**config.mk**
```make
export PLATFORM = sky130hd
export DESIGN_NAME = br_pred_unit
export DESIGN_NICKNAME = d
export VERILOG_FILES = /design/src/rtl/br_pred_unit.sv
export SDC_FILE = /design/constraint.sdc
export NUM_CORES = 1
export LEC_CHECK = 0
export CORE_UTILIZATION = 45
export CTS_CLUSTER_SIZE = 40
export DETAILED_ROUTE_END_ITERATION = 8
export PLACE_DENSITY = 0.77
export REMOVE_ABC_BUFFERS = 1
export SLEW_MARGIN = 20
export SYNTH_ARGS = -nofsm -noshare
export SYNTH_HDL_FRONTEND = slang
export SYNTH_SLANG_ARGS = --single-unit
export TNS_END_PERCENT = 1
```
**constraint.sdc**
```tcl
create_clock -name clk -period 2.7 [get_ports clk]
set_input_delay 0.405 -clock clk [delete_from_list [all_inputs] [get_ports clk]]
set_output_delay 0.405 -clock clk [all_outputs]
set_load 0.02 [all_outputs]
```
**src/rtl/br_pred_unit.sv**
```systemverilog
// Branch predictor and resolver: bimodal BHT of saturating counters plus a
// resolve stage that issues registered fetch redirects. Optional statistics
// counters are compiled in with macro BR_PRED_STATS_EN.
module br_pred_unit #(
  parameter int unsigned XLEN      = 32,
  parameter int unsigned BHT_DEPTH = 16,
  parameter int unsigned CNT_W     = 2
) (
  input  logic            clk,
  input  logic            rst,
  input  logic [XLEN-1:0] pred_pc,
  output logic            pred_taken,
  input  logic            res_valid,
  input  logic [XLEN-1:0] res_pc,
  input  logic [2:0]      res_op,
  input  logic [XLEN-1:0] res_a,
  input  logic [XLEN-1:0] res_b,
  input  logic [15:0]     res_imm16,
  input  logic [25:0]     res_index26,
  input  logic            res_pred,
  output logic            redirect_valid,
  output logic [XLEN-1:0] redirect_pc
`ifdef BR_PRED_STATS_EN
  ,
  output logic [31:0]     stat_branches,
  output logic [31:0]     stat_mispredicts
`endif
);

  localparam int unsigned IDX_W = (BHT_DEPTH > 1) ? $clog2(BHT_DEPTH) : 1;

  localparam logic [CNT_W-1:0] CNT_INIT = CNT_W'((1 << (CNT_W - 1)) - 1);
  localparam logic [CNT_W-1:0] CNT_MAX  = {CNT_W{1'b1}};

  localparam logic [2:0] OP_NONE = 3'b000;
  localparam logic [2:0] OP_BEQ  = 3'b001;
  localparam logic [2:0] OP_BNE  = 3'b010;
  localparam logic [2:0] OP_BLEZ = 3'b011;
  localparam logic [2:0] OP_BGTZ = 3'b100;
  localparam logic [2:0] OP_BLTZ = 3'b101;
  localparam logic [2:0] OP_BGEZ = 3'b110;
  localparam logic [2:0] OP_J    = 3'b111;

  // Elaboration-time parameter guards
  if (XLEN < 32) begin : g_bad_xlen
    $error("br_pred_unit: XLEN must be 32 or greater");
  end
  if ((BHT_DEPTH < 2) || ((BHT_DEPTH & (BHT_DEPTH - 1)) != 0)) begin : g_bad_depth
    $error("br_pred_unit: BHT_DEPTH must be a power of two, 2 or greater");
  end
  if ((CNT_W < 1) || (CNT_W > 4)) begin : g_bad_cnt_w
    $error("br_pred_unit: CNT_W must be 1 to 4");
  end

  logic [CNT_W-1:0] bht [BHT_DEPTH];

  logic [IDX_W-1:0] pred_idx;
  logic [IDX_W-1:0] res_idx;
  logic             unused_pred_bits;

  logic             a_neg;
  logic             a_zero;
  logic             a_eq_b;
  logic             is_cond;
  logic             is_jump;
  logic             taken;

  logic [XLEN-1:0]  pc_plus4;
  logic [XLEN-1:0]  br_offset;
  logic [XLEN-1:0]  br_target;
  logic [XLEN-1:0]  jmp_target;
  logic [XLEN-1:0]  redirect_target_c;
  logic             mispredict_c;

  logic             update_en;
  logic [CNT_W-1:0] cur_cnt;
  logic [CNT_W-1:0] cnt_next;

  // Lookup: word-aligned PC bits select a counter; its MSB is the prediction
  assign pred_idx         = pred_pc[IDX_W+1:2];
  assign res_idx          = res_pc[IDX_W+1:2];
  assign pred_taken       = bht[pred_idx][CNT_W-1];
  assign unused_pred_bits = ^{pred_pc[XLEN-1:IDX_W+2], pred_pc[1:0]};

  assign a_neg  = res_a[XLEN-1];
  assign a_zero = (res_a == '0);
  assign a_eq_b = (res_a == res_b);

  // Opcode decode and branch outcome
  always_comb begin
    is_cond = 1'b0;
    is_jump = 1'b0;
    taken   = 1'b0;
    case (res_op)
      OP_BEQ:  begin is_cond = 1'b1; taken = a_eq_b;           end
      OP_BNE:  begin is_cond = 1'b1; taken = !a_eq_b;          end
      OP_BLEZ: begin is_cond = 1'b1; taken = a_neg || a_zero;  end
      OP_BGTZ: begin is_cond = 1'b1; taken = !a_neg && !a_zero; end
      OP_BLTZ: begin is_cond = 1'b1; taken = a_neg;            end
      OP_BGEZ: begin is_cond = 1'b1; taken = !a_neg;           end
      OP_J:    is_jump = 1'b1;
      OP_NONE: ;
      default: ;
    endcase
  end

  // Target generation, all arithmetic modulo 2^XLEN
  assign pc_plus4   = res_pc + XLEN'(4);
  assign br_offset  = {{(XLEN-18){res_imm16[15]}}, res_imm16, 2'b00};
  assign br_target  = pc_plus4 + br_offset;
  assign jmp_target = {pc_plus4[XLEN-1:28], res_index26, 2'b00};

  assign mispredict_c = res_valid && ((is_cond && (taken != res_pred)) || is_jump);

  always_comb begin
    redirect_target_c = pc_plus4;
    if (is_jump) begin
      redirect_target_c = jmp_target;
    end else if (taken) begin
      redirect_target_c = br_target;
    end
  end

  // Saturating counter next value for the resolving index
  assign update_en = res_valid && is_cond;
  assign cur_cnt   = bht[res_idx];

  always_comb begin
    cnt_next = cur_cnt;
    if (taken) begin
      if (cur_cnt != CNT_MAX) begin
        cnt_next = cur_cnt + CNT_W'(1);
      end
    end else if (cur_cnt != '0) begin
      cnt_next = cur_cnt - CNT_W'(1);
    end
  end

  // Counter table; lookups see the pre-update value in the same cycle
  always_ff @(posedge clk or posedge rst) begin
    if (rst) begin
      for (int unsigned i = 0; i < BHT_DEPTH; i++) begin
        bht[i] <= CNT_INIT;
      end
    end else if (update_en) begin
      bht[res_idx] <= cnt_next;
    end
  end

  // Redirect is a one-cycle pulse; the PC holds between redirects
  always_ff @(posedge clk or posedge rst) begin
    if (rst) begin
      redirect_valid <= 1'b0;
      redirect_pc    <= '0;
    end else begin
      redirect_valid <= mispredict_c;
      if (mispredict_c) begin
        redirect_pc <= redirect_target_c;
      end
    end
  end

`ifdef BR_PRED_STATS_EN
  // Event counters, wrapping modulo 2^32
  always_ff @(posedge clk or posedge rst) begin
    if (rst) begin
      stat_branches    <= '0;
      stat_mispredicts <= '0;
    end else begin
      if (update_en) begin
        stat_branches <= stat_branches + 32'(1);
      end
      if (mispredict_c) begin
        stat_mispredicts <= stat_mispredicts + 32'(1);
      end
    end
  end
`endif

endmodule

```
### Word level (Yosys, flattened, before mapping)

Cells that the tools add are included.

* $add $sub $neg: 4
* order comparisons: 3
* equality and inequality tests: 10
* muxes and demuxes: 17
* bitwise operators: 2
* reductions and logical operators: 13

Operator list (number)
* $mux 32: 2
* $add 32x3->32 const B: 1
* $add 32x32->32: 1
* $bwmux 32: 1
* $eq 32x32->1: 1
* $logic_not 32->1: 1
* $bmux 2 s4: 2
* $mux 2: 8
* $eq 3x3->1 const B: 4
* $ge 5x5->1 const B: 2
* $not 4->5: 2
* $demux 2 s4: 1
* $eq 3x2->1 const B: 2
* $pmux 1 s6: 1
* $reduce_or 6->1: 1
* $logic_and 1x1->1: 5
* $lt 5x1->1 const B: 1
* $eq 3x1->1 const B: 1
* $logic_not 1->1: 3
* $add 2x1->2 const B: 1
* $logic_or 1x1->1: 2
* $mux 1: 2
* $ne 2x2->1 const B: 1
* $reduce_bool 2->1: 1
* other kinds (2): 2

* register bits after elaboration: 65
* input port bits: 177
* output and inout bits: 34
* logic and storage cells: 67

### Longest topological paths before layout

Gate-level depths: netlist of run 1.

* depth in word-level cells: 8
* depth in mapped cells: 18
* depth with buffers taken out: 17

### Least setup slack after synthesis of run 1

No wires, ideal clock.

* path kind: input to register
* start: input res_pc[3]
* end: register redirect_pc[31]
* setup time: 0.123 ns
* data arrival time: 3.805 ns
* required time: 2.577 ns
* slack: -1.228 ns
* stages on the path: 18
* buffers on the path: 1
* cells stage by stage: clkbuf_1 > nand3_1 > nor2_1 > nand3_1 > nor2_1 > nand4_1 > xnor2_1 > ha_1 > o21a_1 > o21a_1 > o21a_1 > o211a_1 > a221oi_2 > o311ai_0 > and3_1 > nor3_1 > xnor2_1 > o21ai_1

* longest elaborated chain between the ends: 4

Ends and longest elaborated chain
* start, declared: RTL line 14 `input logic [XLEN-1:0] res_pc,`
* $add 32x3->32 *: RTL line 108 `assign pc_plus4 = res_pc + XLEN'(4);`
* $add 32x32->32: RTL line 110 `assign br_target = pc_plus4 + br_offset;`
* $mux 32: RTL line 119 `end else if (taken) begin`
* $mux 32 *: RTL line 117 `if (is_jump) begin`
* end signal, assigned: RTL line 158 `redirect_pc <= redirect_target_c;`
* end, declared: RTL line 22 `output logic [XLEN-1:0] redirect_pc`

Every way passes the cells marked *; elsewhere a longest branch is shown, timed or not.
A chain may end at the register's enable or synchronous reset.

### Worst setup path after layout of run 1

* start: input res_pc[3]
* end: register redirect_pc[26]

* longest elaborated chain between the ends: 4

Ends and longest elaborated chain (RTL line)
* $add 32x3->32 *: 108
* $add 32x32->32: 110
* $mux 32 *: 119
* $mux 32 *: 117

Marks and branches as above.

==> flow_summary_export.csv, run 1 <==
group,metric,value,unit
clocking,cts_max_path_buffers,2,
clocking,cts.sink_count,65,
floorplan,floorplan.die.height,117,um
clocking,tritoncts.num_buffers,9,
clocking,tritoncts,"yes",
floorplan,area_of_the_core,0.0127,sq mm
synth,synth_seq_cells,65,
synth,postSynthAreaPerCell,8.85,sq um
flow_run,max_cap_violations,0,
finish,area_added_between_synthesis_and_finish,70.4,%
setup_path,crit_path_start,"res_pc[3]",
sta,final.setup.worst_slack,-901,ps
sta,timing.final.crit_period,3600,ps
finish,nFillCells,798,
setup_path,worstPathMaxFanout,3,
synth,cell_count_after_synthesis,669,
synth,ys_dominant_reg_cell,"sky130_fd_sc_hd__dfrtp_1",
sta,fin_hold_ws,480,ps
detailed_routing,detailedRoute.firstPassIterationCount,5,
setup_path,reg2reg_from,"bht[19]",
place,gp_routability_congestion,1.03,
detailed_routing,avgViaCountPerCell,5.97,
setup_path,timing.reg2reg.worst_path_depth,4,
synth,ys_seq_area_frac,0.278,
pwr,power_density,508,mW/mm^2
sta,grt_setup_unrepaired,"yes",
floorplan,design.die.area,0.0136,sq mm
floorplan,rows,41,
global_routing,grt_pass1_wl,37700,um
sta,worst-slew-pin-transition,783,ps
synth,synth_cell_type_count,55,
clocking,clkLatencyLatePin,360,ps
setup_path,worst_path_dominant_cell_family,"simple AND/OR/NAND/NOR gates",
synth,yosys.cell_count.top_type,"sky130_fd_sc_hd__nand2_1",
clocking,clockRootBuffer,"sky130_fd_sc_hd__clkbuf_16",
setup_path,setup.reg_to_reg.worst_slack,420,ps
place,buffer_ports.inserted,182,
synth,most_common_library_cells_after_synthesis,"sky130_fd_sc_hd__nand2_1, sky130_fd_sc_hd__xor2_1, sky130_fd_sc_hd__nor2_1",
finish,finalNetCount,1262,
clocking,postCtsHoldBufs,0,
pwr,p_leak,4.49,nW
synth,synthesis.area,0.00592,sq mm
sta,final-setup-viol-count,53,
setup_path,crit_path_frequent_cell,"sky130_fd_sc_hd__buf_4",
floorplan,start_util,0.465,
sta,timing.clock.skew,6.72,ps
setup_path,worstSetupEndpointType,"register",
sta,timing.final.crit_share,1.33,
setup_path,timing.critical_path.from_type,"input port",
sta,final_hold_vios,0,
setup_path,cpPeakStageDelay,290,ps
sta,timing_limited_maximum_frequency,0.278,GHz
synth,top_post_synthesis_cells_by_area,"sky130_fd_sc_hd__dfrtp_1, sky130_fd_sc_hd__ha_1, sky130_fd_sc_hd__xor2_1, sky130_fd_sc_hd__dfstp_2, sky130_fd_sc_hd__mux2_2",
hold_path,timing.hold.worst.class,"register to register",
detailed_routing,number_of_nets_with_antenna_violations_after_routing,0,
floorplan,fp.dieW,117,um
place,dp_hpwl,17100,um
sta,worst_slew_margin_relative_to_its_limit,0.478,
setup_path,worstSetupEndpoint,"redirect_pc[26]",
setup_path,worst_path_buf_inv,7,
place,post-place-ws,-1800,ps
synth,synth_top_area_cell,"sky130_fd_sc_hd__dfrtp_1",
status,status,"finished with violations",
pwr,ir_worst_vdd,0.536,mV
synth,synth_enable_flop_cells,0,
detailed_routing,dr_total_vias,7294,
sta,slew_viol_final,0,
detailed_routing,detail_route.iter0.violations,730,
finish,layout.core_utilization,0.793,
synth,synth.top_cell.area_share,0.207,
setup_path,rr_endpoint,"bht[9]",
global_routing,maximum_number_of_pins_on_one_net_before_global_route_repair,37,
synth,ys_warn_count,0,
setup_path,worst_ep_arrival_time,3860,ps
setup_path,cp_num_cells,20,
clocking,htree_num_levels,3,
finish,insertedDiodeCount,0,
detailed_routing,drt-total-wl,25300,um
clocking,clk_transition_reported_paths,60,ps
status,failed_checks,"negative setup slack",
setup_path,timing.critical_path.cells,"buf_4, buf_6, nand3_2, nor2_4, nand3_4, buf_4, nor2_1, xor2_1, ha_1, buf_4, buf_4, nand4_1, buf_4, nor2_1, nand3_1, a21oi_4, buf_4, xor2_1, nor2_1, o31ai_1",
detailed_routing,drcViolationCount,0,
detailed_routing,drt-wirelength-per-cell,20.7,um
global_routing,grt_overflow_total,0,
setup_path,crit_path_slowest_cell,"sky130_fd_sc_hd__xor2_1",
synth,synthArstFlopShare,1.00,
setup_path,timing.critical_path.required,2960,ps
global_routing,via_count_of_the_first_global_routing_pass,7678,
global_routing,gr-usage-all-layers,0.370,
global_routing,antenna_found_initial,0,
setup_path,worst-setup-path-type,"input port to register",
pwr,totalPowerFinal,5.12,mW
floorplan,io-pin-count,211,
finish,drive_gt1_frac,0.351,
## state kept, by name, indices dropped and copies added, names as in the netlist
signal / count
redirect_pc: 32
redirect_valid: 1
bht: 32
## repair_timing
action                     CTS  global route
pin swaps                   45            26
setup endpoints to repair   66            66
hold endpoints to repair     0             0
resized for setup          122            34
setup buffers               17             1
## area by class of cell
| type | instances | area, sq um | share of cell area |
|---|---|---|---|
| flip-flops and latches | 65 | 1650 | 0.163 |
| clock inverters | 6 | 50.0 | 0.00496 |
| inverters | 17 | 63.8 | 0.00632 |
| clock buffers | 10 | 239 | 0.0237 |
| repair buffers | 388 | 3390 | 0.336 |
| well taps | 172 | 215 | 0.0213 |
| multi-input cells | 563 | 4490 | 0.445 |
## placed cells by master (no fill, tap or decap), drive strengths merged, types with 32 or more instances in the layout
master,Yosys,layout
dfrtp,49,49
mux2,32,32
a21oi,42,42
clkdlybuf4s50,0,161
o21ai,47,47
nor2,50,50
nand2,80,80
buf,11,214
xnor2,34,34
xor2,51,51
ha,40,40
## metrics by stage
step | instances | cell area [sq um] | setup TNS (ps)
after global routing | 1221 | 10100 | -25340
after CTS | 1220 | 9940 | -9390
after global placement | 1187 | 9280 | -51240
final | 1221 | 10100 | -14920
after floorplan | 645 | 5810 | -30230
after detailed placement | 1187 | 9280 | -56450
## cells by family after synthesis
logic type | count (synthesis) | synth area share
and+or+nand+nor | 224 | 0.181
AOI/OAI and AO/OA | 156 | 0.162
xor gates and xnor gates | 85 | 0.126
DFF | 65 | 0.278
muxes | 55 | 0.131
adders and majority gates | 43 | 0.0913
buffers and inverters | 41 | 0.0300
## power by group
group	internal, mW	switching [mW]
registers	1.32	0.161
logic	1.29	1.19
clock network	0.655	0.507
## tightest hold or removal path: cells and delay by family (launching register included)
kind / cells / cell delay, ps
and+or+nand+nor: 1 / 50
DFF: 1 / 340
AOI/OAI and AO/OA: 1 / 60
## layer usage
layer	up-vias	GRT usage	part of all wire
met1	3443	0.406	0.36
met3	170	0.117	0.089
met2	483	0.624	0.49
met4	0	0.230	0.063
met5	-	0	0
li1	3198	-	-
## worst min path at each step
| stage | startpoint | endpoint | slack [ps] | cells past startpoint |
|---|---|---|---|---|
| finish | redirect_pc[6] | redirect_pc[6] | 480 | 2 |
| global route | redirect_pc[15] | redirect_pc[15] | 490 | 2 |
| CTS | redirect_pc[18] | redirect_pc[18] | 480 | 1 |
| detailed placement | redirect_pc[18] | redirect_pc[18] | 470 | 1 |
| global placement | redirect_pc[18] | redirect_pc[18] | 460 | 1 |
| floorplan | bht[1] | bht[1] | 490 | 1 |
(Power assumes the default switching activity.)
==> run 2: changes to the inputs <==
--- a/config.mk
+++ b/config.mk
@@ -5,10 +5,10 @@
 export SDC_FILE = /design/constraint.sdc
 export NUM_CORES = 1
 export LEC_CHECK = 0
-export CORE_UTILIZATION = 45
+export CORE_UTILIZATION = 46
 export CTS_CLUSTER_SIZE = 40
 export DETAILED_ROUTE_END_ITERATION = 8
-export PLACE_DENSITY = 0.77
+export PLACE_DENSITY = 0.79
 export REMOVE_ABC_BUFFERS = 1
 export SLEW_MARGIN = 20
 export SYNTH_ARGS = -nofsm -noshare
==> flow_summary_export.csv, run 2 (synthesis results as in run 1) <==
group,metric,value,unit
finish,layout.core_utilization,0.806,
setup_path,worst_path_dominant_cell_family,"compound AO/OA/AOI/OAI gates",
clocking,tritoncts.num_buffers,9,
setup_path,rr_endpoint,"bht[9]",
place,gp_routability_congestion,0.967,
sta,final.setup.worst_slack,-850,ps
setup_path,timing.critical_path.cells,"buf_2, ha_2, and3_2, nand3_1, nor2_2, xor2_2, ha_1, a21oi_1, o21ai_1, a21oi_1, nand2_1, a21oi_2, o21ai_1, a21oi_1, xnor2_1, a222oi_1, o21ai_1",
detailed_routing,drt-total-wl,26000,um
sta,timing.final.crit_period,3550,ps
setup_path,setup.reg_to_reg.worst_slack,380,ps
clocking,cts_max_path_buffers,2,
finish,area.sequential,0.00165,sq mm
floorplan,fp.dieW,115,um
sta,worst_slew_margin_relative_to_its_limit,0.555,
hold_path,timing.hold.worst.class,"register to register",
setup_path,crit_path_slowest_cell,"sky130_fd_sc_hd__a21oi_1",
global_routing,maximum_number_of_pins_on_one_net_before_global_route_repair,41,
detailed_routing,dr_total_vias,7404,
setup_path,worst-setup-path-type,"input port to register",
detailed_routing,drcViolationCount,0,
global_routing,antenna_found_initial,0,
place,place_inst,1178,
clocking,tritoncts,"yes",
detailed_routing,number_of_nets_with_antenna_violations_after_routing,0,
hold_path,worstHoldStart,"redirect_pc[18]",
finish,drive_gt1_frac,0.354,
clocking,cts.sink_count,65,
hold_path,timing.hold.worst_endpoint,"redirect_pc[18]",
status,failed_checks,"negative setup slack",
setup_path,reg2reg_from,"bht[1]",
setup_path,worstSetupEndpointType,"register",
clocking,clkLatencyLatePin,350,ps
place,buffer_ports.inserted,182,
setup_path,timing.reg2reg.worst_path_depth,4,
finish,insertedDiodeCount,0,
setup_path,cpPeakStageDelay,440,ps
floorplan,start_util,0.471,
finish,multiInputGateArea,0.00458,sq mm
detailed_routing,drt-wirelength-per-cell,21.5,um
finish,largestRegisters,"bht (32), redirect_pc (32), redirect_valid (1)",
floorplan,area_of_the_core,0.0126,sq mm
global_routing,grt_overflow_total,0,
floorplan,design.die.area,0.0133,sq mm
detailed_routing,detail_route.iter0.violations,676,
global_routing,gr-usage-all-layers,0.368,
sta,final_hold_vios,0,
sta,final-setup-viol-count,64,
finish,layoutNonFillerInstCount,1209,
clocking,postCtsHoldBufs,0,
setup_path,timing.critical_path.required,2910,ps
floorplan,io-pin-count,211,
sta,grt_setup_unrepaired,"yes",
clocking,clk_transition_reported_paths,60,ps
pwr,ir_worst_vdd,0.343,mV
detailed_routing,avgViaCountPerCell,6.12,
finish,finalNetCount,1250,
sta,timing.final.crit_share,1.31,
setup_path,worst_path_buf_inv,1,
global_routing,via_count_of_the_first_global_routing_pass,7433,
detailed_routing,detailedRoute.firstPassIterationCount,6,
sta,worst-slew-pin-transition,666,ps
place,dp_hpwl,17000,um
floorplan,rows,41,
clocking,clockRootBuffer,"sky130_fd_sc_hd__clkbuf_16",
finish,area_added_between_synthesis_and_finish,71.1,%
setup_path,timing.critical_path.from_type,"input port",
place,post-place-ws,-1920,ps
pwr,power_density,522,mW/mm^2
setup_path,worst_ep_arrival_time,3760,ps
sta,timing.clock.skew,5.45,ps
status,status,"finished with violations",
setup_path,worstPathMaxFanout,5,
finish,nFillCells,704,
clocking,htree_num_levels,3,
sta,timing_limited_maximum_frequency,0.282,GHz
pwr,p_leak,4.51,nW
flow_run,max_cap_violations,0,
global_routing,grt_pass1_wl,37300,um
hold_path,hold_depth,1,
floorplan,floorplan.die.height,115,um
finish,mostFrequentLayoutCell,"sky130_fd_sc_hd__buf_4",
sta,slew_viol_final,0,
finish,commonest_cells_after_routing_fill_and_taps_aside,"sky130_fd_sc_hd__buf_4, sky130_fd_sc_hd__clkdlybuf4s50_1, sky130_fd_sc_hd__nand2_1, sky130_fd_sc_hd__dfrtp_1, sky130_fd_sc_hd__xor2_1",
sta,fin_setup_tns,-15720,ps
==> run 2: cell types whose count changed in the layout (fill, tap and decap cells not counted), sizes merged <==
cell and change:
clkinv -1, clkdlybuf4s50 -3, clkdlybuf4s15 -3, clkbuf +3
inv +1, dlygate4sd2 +1, clkinvlp -1, dlymetal6s2s +3
bufinv +1, buf -13
==> run 2: report_power, final <==
part | switching [mW] | internal, mW
combinational | 1.24 | 1.29
clock | 0.495 | 0.752
sequential | 0.182 | 1.32
==> run 2: worst max-delay path by stage <==
| stage | start | end | slack (ps) | depth (start not counted) |
|---|---|---|---|---|
| floorplan | res_pc[7] | redirect_pc[31] | -1210 | 16 |
| global placement | res_pc[7] | redirect_pc[31] | -1720 | 17 |
| detailed placement | res_pc[7] | redirect_pc[31] | -1920 | 17 |
| CTS | res_pc[10] | redirect_pc[29] | -630 | 20 |
| global route | res_pc[10] | redirect_pc[31] | -1050 | 18 |
| finish | res_pc[2] | redirect_pc[21] | -850 | 17 |
==> run 2: cell type report <==
type | count | share of cell area
clock inverter | 6 | 0.00716
inverter | 17 | 0.00630
tap | 172 | 0.0212
sequential | 65 | 0.162
timing repair buffer | 376 | 0.327
multi-input combinational | 563 | 0.452
clock buffer | 10 | 0.0236
==> run 2: metal layers <==
metal	vias up	global-route usage	routed length, um
li1	3179	-	-
met1	3479	0.400	9100
met2	566	0.654	12800
met3	180	0.0790	2450
met4	0	0.228	1670
met5	-	0	0
==> run 2: timing repair <==
| item | 4_1_cts | 5_1_grt |
|---|---|---|
| gates cloned | 0 | 0 |
| setup buffers | 11 | 4 |
| endpoints found under the setup margin | 66 | 65 |
| pin swaps | 47 | 18 |
| gates resized for setup | 140 | 45 |
==> run 2: metrics by stage <==
| step | cell area, sq um | hold WS (ps) | total power [mW] |
|---|---|---|---|
| after CTS | 9930 | 482 | 5.11 |
| after detailed placement | 9220 | 465 | 3.74 |
| after floorplan | 5810 | 491 | 2.56 |
| final | 10100 | 482 | 5.29 |
| after global routing | 10100 | 491 | 5.49 |
| after global placement | 9220 | 462 | 3.65 |
